### src/rtl/cla_seq_adder_ctrl.sv
// Sequencer that computes a WIDTH-bit add/subtract on one shared 4-bit carry-lookahead
// slice, one nibble per clock, LSB first; it derives the group carry-out itself.
module cla_seq_adder_ctrl #(
    parameter int unsigned WIDTH = 16
) (
    input  logic             clk,
    input  logic             rst,
    input  logic             start_i,
    input  logic             sub_i,
    input  logic [WIDTH-1:0] a_i,
    input  logic [WIDTH-1:0] b_i,
    output logic             ready_o,
    output logic             busy_o,
    output logic             done_o,
    output logic [WIDTH-1:0] sum_o,
    output logic             cout_o,
    output logic             ovf_o,
    output logic [3:0]       slice_g_o,
    output logic [3:0]       slice_p_o,
    output logic             slice_cin_o,
    input  logic [3:0]       slice_s_i
);

    localparam int unsigned NIB  = WIDTH / 4;
    localparam int unsigned IdxW = (NIB > 1) ? $clog2(NIB) : 1;
    localparam logic [IdxW-1:0] LastIdx = IdxW'(NIB - 1);

    typedef enum logic [1:0] {
        StIdle,
        StRun,
        StDone
    } state_e;

    state_e            state_q;
    logic [IdxW-1:0]   idx_q;
    logic              carry_q;
    logic [WIDTH-1:0]  a_q;
    logic [WIDTH-1:0]  b_q;
    logic [WIDTH-1:0]  sum_q;
    logic              cout_q;
    logic              ovf_q;

    logic [3:0]        nib_a;
    logic [3:0]        nib_b;
    logic [3:0]        g;
    logic [3:0]        p;
    logic              c3;
    logic              c4;
    logic              run;

    always_comb begin
        run   = (state_q == StRun);
        nib_a = a_q[{idx_q, 2'b00} +: 4];
        nib_b = b_q[{idx_q, 2'b00} +: 4];
        g     = nib_a & nib_b;
        p     = nib_a ^ nib_b;
        // Lookahead terms mirror the slice; c3 is needed only for overflow detection.
        c3    = g[2] | (p[2] & g[1]) | (p[2] & p[1] & g[0]) | (p[2] & p[1] & p[0] & carry_q);
        c4    = g[3] | (p[3] & g[2]) | (p[3] & p[2] & g[1]) | (p[3] & p[2] & p[1] & g[0])
              | (p[3] & p[2] & p[1] & p[0] & carry_q);
    end

    always_comb begin
        ready_o     = (state_q == StIdle);
        busy_o      = (state_q == StRun) || (state_q == StDone);
        done_o      = (state_q == StDone);
        sum_o       = sum_q;
        cout_o      = cout_q;
        ovf_o       = ovf_q;
        slice_g_o   = run ? g : 4'b0000;
        slice_p_o   = run ? p : 4'b0000;
        slice_cin_o = run & carry_q;
    end

    always_ff @(posedge clk or posedge rst) begin
        if (rst) begin
            state_q <= StIdle;
            idx_q   <= '0;
            carry_q <= 1'b0;
            a_q     <= '0;
            b_q     <= '0;
            sum_q   <= '0;
            cout_q  <= 1'b0;
            ovf_q   <= 1'b0;
        end else begin
            unique case (state_q)
                StIdle: begin
                    if (start_i) begin
                        // Subtraction is a + ~b + 1; the +1 enters as the initial carry.
                        a_q     <= a_i;
                        b_q     <= sub_i ? ~b_i : b_i;
                        carry_q <= sub_i;
                        idx_q   <= '0;
                        state_q <= StRun;
                    end
                end
                StRun: begin
                    sum_q[{idx_q, 2'b00} +: 4] <= slice_s_i;
                    carry_q <= c4;
                    idx_q   <= idx_q + 1'b1;
                    if (idx_q == LastIdx) begin
                        cout_q  <= c4;
                        ovf_q   <= c3 ^ c4;
                        state_q <= StDone;
                    end
                end
                StDone: begin
                    state_q <= StIdle;
                end
                default: begin
                    state_q <= StIdle;
                end
            endcase
        end
    end

endmodule
### config.mk
export PLATFORM = sky130hd
export DESIGN_NAME = cla_seq_adder_ctrl
export DESIGN_NICKNAME = d
export VERILOG_FILES = /design/src/rtl/cla_seq_adder_ctrl.sv
export SDC_FILE = /design/constraint.sdc
export NUM_CORES = 1
export LEC_CHECK = 0
export BUFFER_PORTS_ARGS = -buffer_cell sky130_fd_sc_hd__buf_2
export CAP_MARGIN = 20
export CELL_PAD_IN_SITES_DETAIL_PLACEMENT = 0
export CELL_PAD_IN_SITES_GLOBAL_PLACEMENT = 2
export CORE_UTILIZATION = 31
export CTS_CLUSTER_DIAMETER = 200
export CTS_CLUSTER_SIZE = 40
export DETAILED_ROUTE_END_ITERATION = 8
export PLACE_DENSITY = 0.82
export SYNTH_ARGS = -nofsm -noshare
export SYNTH_HDL_FRONTEND = slang
export SYNTH_SLANG_ARGS = --single-unit
### constraint.sdc
create_clock -name clk -period 2.3 [get_ports clk]
set_input_delay 0.23 -clock clk [delete_from_list [all_inputs] [get_ports clk]]
set_output_delay 0.23 -clock clk [all_outputs]
set_load 0.01 [all_outputs]
Yosys cells after proc, flatten, opt, wreduce, memory -nomap -nowiden
Cells that the tools add are included.
{"block": "classes", "mux": 11, "eq_ne": 5, "bitwise": 24, "n_reduce_logical": 7, "add_sub_neg": 2, "n_shift": 4}
{"cell": "variable part select 16 x 5 -> 4 bit", "count": 2}
{"cell": "bitwise mux 16 bit", "count": 1}
{"cell": "2-to-1 mux 16 bit", "count": 1}
{"cell": "NOT 16 bit", "count": 1}
{"cell": "variable shift 4 x 6 -> 16 bit (first input constant)", "count": 1}
{"cell": "variable part select 4 x 6 -> 16 bit", "count": 1}
{"cell": "AND 1 bit", "count": 13}
{"cell": "2-to-1 mux 4 bit", "count": 2}
{"cell": "case mux 2 bit (2 select lines)", "count": 2}
{"cell": "AND reduction 2 bit", "count": 4}
{"cell": "bitwise OR 1 bit", "count": 7}
{"cell": "2-to-1 mux 2 bit", "count": 3}
{"cell": "negator 4 -> 6 bit", "count": 1}
{"cell": "AND 4 bit", "count": 1}
{"cell": "== test 2 bit (second input constant)", "count": 2}
{"cell": "bitwise XOR 4 bit", "count": 1}
{"cell": "adder 2 x 1 -> 2 bit (second input constant)", "count": 1}
{"cell": "== test 2 x 1 -> 1 bit (second input constant)", "count": 1}
{"cell": "zero test 2 bit", "count": 1}
{"cell": "!= test 2 x 1 -> 1 bit (second input constant)", "count": 1}
{"cell": "!= test 2 bit (second input constant)", "count": 1}
{"cell": "case mux 1 bit (2 select lines)", "count": 1}
{"cell": "nonzero test 2 bit", "count": 1}
{"cell": "logical OR 1 bit", "count": 1}
{"cell": "other kinds (2)", "count": 2}
{"block": "word_totals", "input_bits": 40, "regBits": 55}

Depth between registers and ports, before layout
{"block": "depth", "ltp_word": 8, "mapped_depth": 7, "mapped_depth_nobuf": 5}

Worst setup path after synthesis
Ideal clock, no wire load.
{"block": "synth_timing", "path_type": "reg2reg", "from": "register idx_q[0]", "to": "register carry_q", "slack_ns": 0.018, "period_less_slack_ns": 2.282, "arrival_time_ns": 2.144, "setup_time_ns": 0.138, "required_ns": 2.162, "stages_incl_launch_ff": 8, "cell_sequence": "dfrtp_1 buf_6 buf_6 mux4_2 ha_1 a21o_1 a221oi_1 o221ai_1"}
{"block": "synth_between", "elab_chain_len": 8}
{"item": "from (decl)", "line": "35", "source": "logic [IdxW-1:0] idx_q;"}
{"item": "from (signal assigned)", "line": "100", "source": "idx_q <= idx_q + 1'b1;"}
{"item": "variable part select 16 x 5 -> 4 bit, on equally long branches", "line": "53, 54"}
{"item": "bitwise XOR 4 bit or AND 4 bit (tied branches)", "line": "56, 55"}
{"item": "AND 1 bit, on equally long branches", "line": "59, 60"}
{"item": "bitwise OR 1 bit (tied with other cells) (2 in series)", "line": "59", "source": "c4 = g[3] | (p[3] & g[2]) | (p[3] & p[2] & g[1]) | (p[3] & p[2] & p[1] & g[0])"}
{"item": "bitwise OR 1 bit or AND 1 bit (tied branches)", "line": "59, 60"}
{"item": "bitwise OR 1 bit (*)", "line": "60", "source": "| (p[3] & p[2] & p[1] & p[0] & carry_q);"}
{"item": "case mux 1 bit (2 select lines) (*)", "line": "86", "source": "unique case (state_q)"}
{"item": "to (signal assigned)", "line": "92", "source": "carry_q <= sub_i;"}
{"item": "to (decl)", "line": "36", "source": "logic carry_q;"}
Every way passes the cells marked *; elsewhere a longest branch is shown, timed or not.
A chain may end at the register's enable or synchronous reset.

Worst setup path in the final report
{"block": "layout_timing", "from": "register idx_q[0]", "to": "output port slice_p_o[1]"}
{"block": "layout_between", "elab_chain_len": 3}
{"item": "variable part select 16 x 5 -> 4 bit, on equally long branches", "line": "53, 54"}
{"item": "bitwise XOR 4 bit (*)", "line": "56", "source": "p = nib_a ^ nib_b;"}
{"item": "2-to-1 mux 4 bit (*)", "line": "71", "source": "slice_p_o = run ? p : 4'b0000;"}
{"item": "to (decl)", "line": "19", "source": "output logic [3:0] slice_p_o,"}
Marks and branches as above.

==> flow_summary_export.csv <==
group,metric,value,unit
timing,max_freq,0.4517,GHz
setup_path,crit_path_max_fanout,9,
drt,ant_nets,0,
synth,synthSimpleGateAreaFrac,0.1292,
synth,async_flop_share,1.000,
timing,setup_tns,0,ps
pwr,p_switching,1.863,mW
setup_path,r2r_end,"carry_q",
floorplanning,die_h,97.19,um
drt,wl_per_cell,14.32,um
global_routing,track_usage,0.1338,
outcome,status,"finished clean",
global_routing,grt_overflow,0,
timing,setup_violations,0,
pwr,combPwrFrac,0.532,
pwr,power,4.740,mW
setup_path,crit_arrival,1980,ps
placement,place_congestion,0.7974,
drt,drt-vias-per-instance,4.682,
global_routing,first_global_vias,1979,
setup_path,slowest_delay,510,ps
setup_path,start_kind,"flip-flop",
floorplanning,placeableCoreArea,8763,um2
pwr,p_clk_frac,0.118,
synth,synth_adder_area_share,0.05791,
pwr,p_seq_frac,0.350,
global_routing,grt_max_degree,49,
drt,drt_iter0_markers,60,
floorplanning,dieWidth,97.19,um
synth,synth_seq_area_share,0.4900,
cells_and_area,drive_above_1_share,0.3738,
floorplanning,ios,70,
timing,worst_hold_slack,148.2,ps
global_routing,antenna_found_initial,0,
placement,post-dp-hpwl,4761,um
synth,synth_warnings,0,
clocking,post-cts-setup-buffer-count,0,
clocking,cts_root_buf,"clkbuf_8",
floorplanning,dieArea,9446,um2
placement,dp_slack,-0.4299,ps
clocking,tritoncts,"yes",
setup_path,cp_cell_sequence,"buf_12 -> mux4_2 -> ha_1 -> and2_1 -> buf_2",
timing,fin_ws,86.02,ps
synth,synth_xor_area_frac,0.04989,
setup_path,crit_start,"idx_q[0]",
synth,synth_compound_area_frac,0.1007,
synth,synth_area_leaders,"dfrtp_1 (49%), mux2_2 (6.4%), mux4_2 (6.4%)",
synth,synth_edf_count,0,
cells_and_area,final_nets,366,
pwr,ir_worst_vdd,0.0004809,V
min_path,hold_class,"input pin to flip-flop",
synth,syn_area,2809,um2
cells_and_area,post-route-util,0.3898,
synth,synth_top_family_by_area,"multiplexers",
pwr,powerDensity,1388,nW/um2
synth,synth_cell_type_count,36,
drt,routed_wl,6028,um
pwr,p_int,2.877,mW
synth,syn_area_per_cell,11.66,um2
timing,rsz0062_at_grt,"no",
global_routing,grt_pass1_wl,9963,um
pwr,p_leak,1.627,nW
synth,yosysTopAreaCellShare,0.4900,
timing,worst_pin_slew,473.1,ps
setup_path,worstRegToRegCells,6,
cells_and_area,area_growth,21.60,%
drt,drc,0,
clocking,clock_sink_count,55,
setup_path,crit_type,"flip-flop to primary output",
drt,num_vias,1971,
setup_path,cp_data_required_time,2070,ps
clocking,numCtsBuffers,5,
cells_and_area,num_antenna_cells,0,
floorplanning,rows,34,
job,maxCapViolCount,0,
synth,ys_ff_latch,55,
synth,synth_top_flop_cell,"dfrtp_1",
setup_path,regToRegSetupSlack,130,ps
timing,period_share,0.9626,
setup_path,rr_startpoint,"idx_q[0]",
floorplanning,initial_core_util,0.3205,
timing,final_max_slew_viol_count,0,
placement,numPortBuffers,69,
clocking,clk_pin_slew,110,ps
synth,yosysMostFrequentCell,"dfrtp_1",
setup_path,crit_end,"slice_p_o[1]",
synth,yosys.area.top_type,"dfrtp_1",
clocking,cts_buffer_depth,2,
synth,synth_mux_area_frac,0.1318,
synth,synth_commonest_cells,"dfrtp_1 (55), nand2_1 (37), o21ai_0 (25), mux2_2 (16), xnor2_1 (16)",
pwr,swShare,0.3931,
setup_path,cp_slowest_cell,"mux4_2",
drt,drt_pass1_iterations,4,
timing,finalHoldViolCount,0,
timing,max-slew-margin-rel,0.6846,
clocking,clock_latency,310,ps
synth,synth_nets,294,
timing,layout_min_cycle_time,2214,ps
clocking,cts_max_level,2,
synth,synth_cells,241,
timing,final.setup_skew,16.76,ps
setup_path,cp-end-kind,"primary output",
## layer usage
layer  up-vias  GRT usage  share of wire
met1       924     0.1866           0.48
met4         0    0.03100         0.0068
met3         4    0.02518          0.043
met5         -          0              0
met2        58     0.2156           0.47
li1        985          -              -
## flip-flops by register name, summed over array words and instances (netlist names)
signal / count
ovf_o: 1
state_q: 2
sum_o: 16
idx_q: 2
b_q: 16
cout_o: 1
a_q: 16
carry_q: 1
## repair_timing
| item | CTS | global route |
|---|---|---|
| setup endpoints to repair | 1 | 4 |
| resized for setup | 1 | 2 |
| hold buffers | 1 | 0 |
| hold endpoints to repair | 19 | 0 |
## through the flow
| stage | std cells | area (um2) |
|---|---|---|
| after floorplan | 241 | 2809 |
| after global placement | 413 | 3283 |
| after detailed placement | 413 | 3283 |
| after CTS | 421 | 3391 |
| after global routing | 421 | 3416 |
| final | 421 | 3416 |
## layout make-up
type,count,area [um2]
Clock buffer,6,82.58
Clock inverter,1,8.758
Fill cell,904,5348
Inverter,8,30.03
Multi-Input combinational cell,166,1350
Sequential cell,55,1376
Tap cell,108,135.1
Timing Repair Buffer,77,432.9
## cell usage in the layout, fill, tap and decap left out, drive strengths merged, types with 2 or more instances in the layout
cell	n
nand3	5
mux2	16
and2	9
inv	9
nand2	39
nor2	2
nand2b	3
buf	76
dfrtp	55
and3	2
mux4	8
o21ai	25
xnor2	16
clkbuf	6
ha	13
a21oi	4
a22o	8
a21o	2
o41ai	2
## power groups by stage
stage          registers [mW]  logic (mW)  clock network (mW)
2_1_floorplan            1.64        1.71                   0
6_report                 1.66        2.52               0.558
3_3_place_gp             1.69        2.35                   0
4_1_cts                  1.67        2.44               0.580
5_1_grt                  1.72        2.79               0.615
3_5_place_dp             1.70        2.39                   0
## critical path, delay by kind of cell, from the launching register on
family / cells / cell delay [ps]
adder cells (fa/ha/maj): 1 / 350
buffers and inverters: 2 / 290
flip-flops: 1 / 380
multiplexers: 1 / 510
AND/OR/NAND/NOR: 1 / 160
## worst min path at each step
stage | from | slack (ps) | end | cells after the start
floorplan | slice_s_i[2] | 360 | sum_o[10] | 1
global placement | rst | 260 | a_q[10] | 2
detailed placement | rst | 260 | a_q[6] | 2
CTS | a_i[7] | 140 | a_q[7] | 2
global route | a_i[0] | 140 | a_q[0] | 2
finish | a_i[7] | 150 | a_q[7] | 2
## logic make-up (layout without fill, tap and decap cells)
| logic type | Yosys count | after routing |
|---|---|---|
| muxes | 25 | 25 |
| buffers and inverters | 20 | 92 |
| AOI/OAI and AO/OA | 45 | 45 |
| adders and majority gates | 13 | 13 |
| xor gates and xnor gates | 16 | 16 |
| DFF | 55 | 55 |
| and+or+nand+nor | 67 | 67 |
(Power assumes the default switching activity.)
